**src/rtl/cpu_types_pkg.sv**
```systemverilog
// cpu_types_pkg: shared CPU datapath types, including the hazard sequencer states.
// Rev 1.0
`default_nettype none
package cpu_types_pkg;
  typedef logic [4:0] regbits_t;

  localparam logic [31:0] NOP_WORD = 32'h0000_0000;

  typedef enum logic [1:0] {
    RUN    = 2'd0,
    LDUSE  = 2'd1,
    DWAIT  = 2'd2,
    HALTED = 2'd3
  } hzd_state_t;
endpackage
`default_nettype wire

```
**src/rtl/sat_counter.sv**
```systemverilog
// sat_counter: event counter that sticks at its all-ones value instead of wrapping.
// Rev 1.0
`default_nettype none
module sat_counter #(
  parameter int CNT_W = 16
) (
  input  logic             CLK,
  input  logic             RST,
  input  logic             inc,
  output logic [CNT_W-1:0] count
);
  always_ff @(posedge CLK) begin
    if (RST) begin
      count <= '0;
    end else if (inc && (count != {CNT_W{1'b1}})) begin
      count <= count + CNT_W'(1);
    end
  end
endmodule
`default_nettype wire

```
**src/rtl/hazard_controller.sv**
```systemverilog
// hazard_controller: per-cycle advance/hold/flush control for the 5-stage pipeline latches.
// Rev 1.0
`default_nettype none
module hazard_controller
  import cpu_types_pkg::*;
#(
  parameter int REG_W         = 5,
  parameter int CNT_W         = 16,
  parameter int LDUSE_BUBBLES = 1
) (
  input  logic             CLK,
  input  logic             RST,
  input  logic [REG_W-1:0] ifid_rs,
  input  logic [REG_W-1:0] ifid_rt,
  input  logic             idex_memread,
  input  logic [REG_W-1:0] idex_rt,
  input  logic             exmem_dreq,
  input  logic             dhit,
  input  logic             ihit,
  input  logic             exmem_pcsrc,
  input  logic             exmem_halt,
  output logic             pc_en,
  output logic             ifid_en,
  output logic             idex_en,
  output logic             exmem_en,
  output logic             memwb_en,
  output logic             ifid_flush,
  output logic             idex_flush,
  output logic             exmem_flush,
  output logic             halted,
  output logic [CNT_W-1:0] stall_cnt,
  output logic [CNT_W-1:0] flush_cnt
);
  localparam logic [1:0] BUB_INIT = 2'(LDUSE_BUBBLES - 1);

  hzd_state_t state, state_nx;
  logic       saved_lduse, saved_lduse_nx;
  logic [1:0] bub, bub_nx;
  logic       ldhaz;
  logic       flush_inc;
  logic       stall_inc;

  assign ldhaz  = idex_memread && (idex_rt != '0) &&
                  ((idex_rt == ifid_rs) || (idex_rt == ifid_rt));
  assign halted = (state == HALTED);

  always_comb begin
    state_nx       = state;
    saved_lduse_nx = saved_lduse;
    bub_nx         = bub;
    flush_inc      = 1'b0;
    {pc_en, ifid_en, idex_en, exmem_en, memwb_en} = 5'b11111;
    {ifid_flush, idex_flush, exmem_flush}         = 3'b000;
    if (RST) begin
      {pc_en, ifid_en, idex_en, exmem_en, memwb_en} = 5'b00000;
      {ifid_flush, idex_flush, exmem_flush}         = 3'b111;
    end else if (state == HALTED) begin
      {pc_en, ifid_en, idex_en, exmem_en, memwb_en} = 5'b00000;
    end else if (state == DWAIT) begin
      // Bubble count is untouched while waiting, so LDUSE resumes exactly where it froze.
      if (dhit) begin
        state_nx = saved_lduse ? LDUSE : RUN;
      end else begin
        {pc_en, ifid_en, idex_en, exmem_en, memwb_en} = 5'b00000;
      end
    end else if (exmem_dreq && !dhit) begin
      {pc_en, ifid_en, idex_en, exmem_en, memwb_en} = 5'b00000;
      state_nx       = DWAIT;
      saved_lduse_nx = (state == LDUSE);
    end else if (exmem_halt) begin
      pc_en = 1'b0;
      {ifid_flush, idex_flush, exmem_flush} = 3'b111;
      state_nx = HALTED;
    end else if (exmem_pcsrc) begin
      {ifid_flush, idex_flush, exmem_flush} = 3'b111;
      flush_inc = 1'b1;
      state_nx  = RUN;
      bub_nx    = 2'd0;
    end else if (state == RUN && ldhaz) begin
      pc_en      = 1'b0;
      ifid_en    = 1'b0;
      idex_flush = 1'b1;
      if (LDUSE_BUBBLES > 1) begin
        state_nx = LDUSE;
        bub_nx   = BUB_INIT;
      end
    end else if (state == LDUSE) begin
      pc_en      = 1'b0;
      ifid_en    = 1'b0;
      idex_flush = 1'b1;
      bub_nx     = bub - 2'd1;
      if (bub == 2'd1) begin
        state_nx = RUN;
      end
    end else if (!ihit) begin
      pc_en      = 1'b0;
      ifid_flush = 1'b1;
    end
  end

  always_ff @(posedge CLK) begin
    if (RST) begin
      state       <= RUN;
      saved_lduse <= 1'b0;
      bub         <= 2'd0;
    end else begin
      state       <= state_nx;
      saved_lduse <= saved_lduse_nx;
      bub         <= bub_nx;
    end
  end

  assign stall_inc = !RST && !pc_en && !halted;

  sat_counter #(.CNT_W(CNT_W)) u_stall_cnt (
    .CLK   (CLK),
    .RST   (RST),
    .inc   (stall_inc),
    .count (stall_cnt)
  );

  sat_counter #(.CNT_W(CNT_W)) u_flush_cnt (
    .CLK   (CLK),
    .RST   (RST),
    .inc   (flush_inc),
    .count (flush_cnt)
  );
endmodule
`default_nettype wire

```
**config.mk**
```make
export PLATFORM = sky130hd
export DESIGN_NAME = hazard_controller
export DESIGN_NICKNAME = d
export VERILOG_FILES = /design/src/rtl/cpu_types_pkg.sv /design/src/rtl/sat_counter.sv /design/src/rtl/hazard_controller.sv
export SDC_FILE = /design/constraint.sdc
export NUM_CORES = 1
export LEC_CHECK = 0
export BUFFER_PORTS_ARGS = -buffer_cell sky130_fd_sc_hd__buf_2
export CAP_MARGIN = 20
export CORE_MARGIN = 2
export CORE_UTILIZATION = 51
export DETAILED_ROUTE_END_ITERATION = 12
export MAX_ROUTING_LAYER = met4
export PLACE_DENSITY = 0.76
export SLEW_MARGIN = 20
export SYNTH_ARGS = -nofsm -noshare
export SYNTH_HDL_FRONTEND = slang
export SYNTH_SLANG_ARGS = --single-unit
```
**constraint.sdc**
```tcl
create_clock -name CLK -period 2.37 [get_ports CLK]
set_input_delay 0.474 -clock CLK [delete_from_list [all_inputs] [get_ports CLK]]
set_output_delay 0.474 -clock CLK [all_outputs]
set_load 0.01 [all_outputs]
```
# Word-level counts from Yosys, hierarchy flattened
# Cells that the tools add are included.
[op_classes]
add_sub_neg = 3
n_eq_ne = 11
muxes = 62
n_bitwise = 4
n_reduce_logical = 21
[op_table]
columns = ["cell", "count"]
rows = [
  ["2-to-1 mux 1 bit", 51],
  ["adder 16 x 1 -> 16 bit, second input constant", 2],
  ["inequality test 16 bit, second input constant", 2],
  ["2-to-1 mux 2 bit", 11],
  ["nonzero test 5 bit", 3],
  ["== test 5 bit", 2],
  ["logical AND 1 bit", 8],
  ["AND reduction 6 bit", 1],
  ["inequality test 5 bit, second input constant", 1],
  ["AND reduction 5 bit", 1],
  ["== test 2 x 1 -> 1 bit, second input constant", 2],
  ["== test 2 bit, second input constant", 2],
  ["zero test 1 bit", 4],
  ["inequality test 2 bit, second input constant", 2],
  ["NOT 1 bit", 4],
  ["AND reduction 3 bit", 1],
  ["zero test 2 bit", 1],
  ["nonzero test 2 bit", 1],
  ["subtractor 2 x 1 -> 2 bit, second input constant", 1],
  ["logical OR 1 bit", 1],
]
[totals]
reg_bits = 37
input_bits = 23
output_inout_bits = 41
wordCells = 106

# Logic depth before layout (Yosys ltp)
[logic_depth]
depth_word = 15
depth_mapped = 9
ltp_nobuf = 7

# Hierarchy
# Synthesis repeated with hierarchy kept, for this count alone.
[hier_totals]
hier_cells = 285
area_unflattened_um2 = 2296.0
[modules_own_cells]
columns = ["module", "instances", "cells_each", "area_per_inst_um2", "seq_area_each_um2"]
rows = [
  ["sat_counter", 2, 99, 848.3, 320.3],
  ["hazard_controller", 1, 87, 599.3, 100.1],
]

# Worst setup path after synthesis
# No wires, ideal clock.
[synth_timing]
path_type = "in2out"
start = "input exmem_dreq"
end = "output ifid_en"
arrival_time_ns = 1.686
t_required_ns = 1.896
slack_ns = 0.210
stages = 5
n_path_buf = 1
path_cell_list = "nor2b_2 > or2_2 > clkbuf_1 > a21oi_1 > o41a_1"
[synth_via]
elab_chain_len = 5
[synth_rtl]
columns = ["item", "line", "text"]
rows = [
  ["start, declared", "hazard_controller.sv:17", "input logic exmem_dreq,"],
  ["logical AND 1 bit", "hazard_controller.sv:66", "end else if (exmem_dreq && !dhit) begin"],
  ["2-to-1 mux 1 bit", "hazard_controller.sv:66", ""],
  ["2-to-1 mux 1 bit", "hazard_controller.sv:59", "end else if (state == DWAIT) begin"],
  ["2-to-1 mux 1 bit", "hazard_controller.sv:57", "end else if (state == HALTED) begin"],
  ["2-to-1 mux 1 bit", "hazard_controller.sv:54", "if (RST) begin"],
  ["end, declared", "hazard_controller.sv:23", "output logic ifid_en,"],
]
# No other way between the ends.

# Worst setup path after layout
[layout_timing]
start = "input idex_rt[1]"
end = "output pc_en"
[layout_via]
elab_chain_len = 11
word_cells_on_any_way = 14
classes_between = "eq/ne: 2; mux: 7; reduce/logical: 5"
[layout_rtl]
columns = ["item", "line", "text"]
rows = [
  ["start, declared", "hazard_controller.sv:16", "input logic [REG_W-1:0] idex_rt,"],
  ["== test 5 bit or nonzero test 5 bit (tied branches)", "hazard_controller.sv:44, hazard_controller.sv:43", ""],
  ["logical OR 1 bit or logical AND 1 bit (tied branches)", "hazard_controller.sv:44, hazard_controller.sv:43", ""],
  ["logical AND 1 bit *", "hazard_controller.sv:43", "assign ldhaz = idex_memread && (idex_rt != '0) &&"],
  ["logical AND 1 bit *", "hazard_controller.sv:79", "end else if (state == RUN && ldhaz) begin"],
  ["2-to-1 mux 1 bit *", "hazard_controller.sv:79", ""],
  ["2-to-1 mux 1 bit *", "hazard_controller.sv:74", "end else if (exmem_pcsrc) begin"],
  ["2-to-1 mux 1 bit *", "hazard_controller.sv:70", "end else if (exmem_halt) begin"],
  ["2-to-1 mux 1 bit *", "hazard_controller.sv:66", ""],
  ["2-to-1 mux 1 bit *", "hazard_controller.sv:59", ""],
  ["2-to-1 mux 1 bit *", "hazard_controller.sv:57", ""],
  ["2-to-1 mux 1 bit *", "hazard_controller.sv:54", ""],
  ["end, declared", "hazard_controller.sv:22", "output logic pc_en,"],
]
# Mark *: on every way between the ends. The rest lies on a longest branch, timed or not.

==> results.json <==
{
  "outcome": "complete, no violations",
  "fin_nets": 356,
  "area_delta_synth_final_pct": 24.7,
  "ys_warn_count": 0,
  "multi_input_area_sq_mm": 0.00127,
  "ys.flop_type": "dfxtp_1",
  "yosys-top-cells-count": "37 x dfxtp_1, 31 x nor2_1, 17 x a21oi_1, 17 x xnor2_1, 16 x nand2_1",
  "routed_wl_um": 4900,
  "fin_cells": 381,
  "die_x_um": 68.6,
  "totalPowerFinal_mw": 1.48,
  "critPathKind": "in -> out",
  "maxUsedRoutingLayer": "met4",
  "gp_congestion": 0.854,
  "root_buffer": "clkbuf_8",
  "place.port_buffers": 63,
  "pre_cts_slack_ns": 0.0388,
  "cts_sinks": 37,
  "max_cap_violations": 0,
  "worstSkewPairLatency_ns": 0.28,
  "worstMarginPinSlew_ns": 0.539,
  "cp_slowest_cell": "or4_1",
  "critical-path-top-delay-family": "simple AND/OR/NAND/NOR gates",
  "required_ns": 1.90,
  "diodes": 0,
  "cts_tree": "built",
  "clkSlewWorstSetupHoldPaths_ns": 0.07,
  "rows": 23,
  "fillers": 362,
  "core-area_sq_mm": 0.00400,
  "leakage_nw": 1.05,
  "synth_edf_count": 0,
  "layout_setup_ws_ns": 0.0652,
  "worstSetupStartpointType": "input pin",
  "synth.most_common_cell": "dfxtp_1",
  "antenna_found_initial": 0,
  "yosys-top-cells-area": "dfxtp_1 35%, xnor2_1 7.0%, nor2_1 5.5%, a21oi_1 4.0%, nand3_1 3.3%",
  "synth-seq-cells": 37,
  "hp-class": "reg -> reg",
  "initial_core_util_pct": 53.1,
  "cpPeakStageDelay_ns": 0.54,
  "worstSetupPathDepth": 7,
  "reg2regPathDepth": 7,
  "wl_met1_um": 2360,
  "wire_per_inst_um": 12.9,
  "die_area_sq_mm": 0.00470,
  "fin_hold_ws_ns": 0.499,
  "synth_cell_types": 46,
  "dieHeight_um": 68.6,
  "cpMostUsedCell": "buf_2",
  "vdd_ir_drop_max_v": 0.000567,
  "report.final.slew_viol_count": 0,
  "clk_path_buf_depth": 2,
  "finalWorstPathRequiredPeriod_ns": 2.30,
  "max_freq_mhz": 434,
  "synth_area_leader_cell": "dfxtp_1",
  "grt_overflow_total": 0,
  "power.density_mw_per_mm2": 557,
  "hold_start": "saved_lduse",
  "detailed_place_hpwl_um": 3600,
  "worst_hold_path.num_cells": 2,
  "vias": 2145,
  "drtIter0Drc": 139,
  "drt-pass1-iter-count": 4,
  "crit_path_end_kind": "output port",
  "synth_fp_nets": 288,
  "final_antenna_net_count": 0,
  "grt_pass1_wl_um": 8050,
  "post-route-drc-count": 0,
  "startpoint": "idex_rt[1]",
  "track_usage_pct": 22.8,
  "crit_chain": "buf_2, or4_1, o21a_1, nor3_2, nor3_1, a21oi_1, buf_2",
  "timing.final.crit_share_pct": 97.2,
  "grt_max_degree": 40,
  "via_per_inst": 5.63,
  "crit_arrival_ns": 1.83,
  "async_flop_share_pct": 0,
  "seqCellArea_sq_um": 742,
  "yosysTopAreaCellShare_pct": 34.8,
  "synth_area_per_cell_sq_um": 8.11,
  "finClkSkew_ns": 0.00478,
  "hold_viol_final": 0,
  "cts_made_buffers": 5,
  "drive_above_1_share_pct": 29.3,
  "finalSetupViolations": 0,
  "placed_cells": 373,
  "cp_max_fo": 2,
  "ios": 64,
  "dr_wl_met3_um": 232,
  "path_buf_inv": 2,
  "maxSlewHeadroom_pct": 64.1,
  "tns_ns": 0,
  "grt_pass1_vias": 1820,
  "htree_levels": 2,
  "syn_inst": 262,
  "dr_wl_met2_um": 2260,
  "rr_startpoint": "u_stall_cnt.count[3]",
  "syn_area_sq_mm": 0.00213,
  "synth-seq-area-share_pct": 34.8
}
[cell usage in the layout (no fill, tap or decap), types with 8 or more instances in the layout]
cell type and count:
a21oi_1 16, buf_2 63, buf_4 11, dfxtp_1 36, inv_1 12, nand2_1 16, nand3_1 14, nand4_1 11
nor2_1 31, o21ai_0 8, or4_1 8, xnor2_1 17
[routing by layer]
layer  track usage [%]  up-vias
met3              4.06        7
met1              30.9      997
met5                 -        -
li1                  -     1091
met2              35.3       50
met4              5.75        0
[final timing paths]
kind	slack, ns	end
worst min register to register	0.50	saved_lduse
worst max register to register	0.20	u_stall_cnt.count[3]
worst max-delay path	0.07	pc_en
worst min-delay path	0.50	saved_lduse
[area by class of cell]
type | instances | share of cell area (%)
sequential | 37 | 28.0
timing repair buffer | 74 | 15.0
inverter | 12 | 1.70
multi-input combinational | 200 | 47.9
tap | 50 | 2.36
clock inverter | 3 | 2.45
clock buffer | 5 | 2.60
[worst register-to-register path, stage by stage (launching register included)]
cell and delay, ns:
dfxtp_1 0.43, nand4_1 0.29, nor4_1 0.48, a211oi_2 0.12, o21ai_2 0.24, buf_4 0.26
o21ai_0 0.12, a21oi_1 0.16
[power breakdown]
| part | internal [mW] | switching [mW] | leakage, nW | total [mW] |
|---|---|---|---|---|
| combinational | 0.0838 | 0.110 | 0.687 | 0.194 |
| clock | 0.418 | 0.222 | 0.0681 | 0.640 |
| sequential | 0.631 | 0.0123 | 0.299 | 0.643 |
[cells by family (layout without fill, tap and decap cells)]
| logic type | after synthesis | count (layout) | share of synthesized area (%) |
|---|---|---|---|
| flip-flops | 37 | 37 | 34.8 |
| AO/OA/AOI/OAI | 50 | 50 | 16.2 |
| adder cells (fa/ha/maj) | 3 | 3 | 1.77 |
| AND/OR/NAND/NOR | 120 | 120 | 29.9 |
| multiplexers | 4 | 4 | 2.00 |
| XOR/XNOR | 23 | 23 | 9.48 |
| buffers and inverters | 25 | 94 | 5.83 |
[through the flow]
| step | util [%] | cell area, sq um |
|---|---|---|
| global route | 66.3 | 2650 |
| CTS | 66.0 | 2640 |
| detailed placement | 62.7 | 2510 |
| finish | 66.3 | 2650 |
| global placement | 62.7 | 2510 |
| floorplan | - | 2130 |
[timing repair]
| item | in CTS | in global routing |
|---|---|---|
| setup endpoints to repair | 0 | 3 |
| setup buffers | 0 | 0 |
| hold buffers | 0 | 0 |
| gates resized for setup | 0 | 3 |
[sequential cells by signal, summed over array words and instances, names as in the netlist]
register / flops
bub: 2
saved_lduse: 1
state: 2
u_flush_cnt.count: 16
u_stall_cnt.count: 16
No activity file was read; power rests on OpenSTA's default activity.
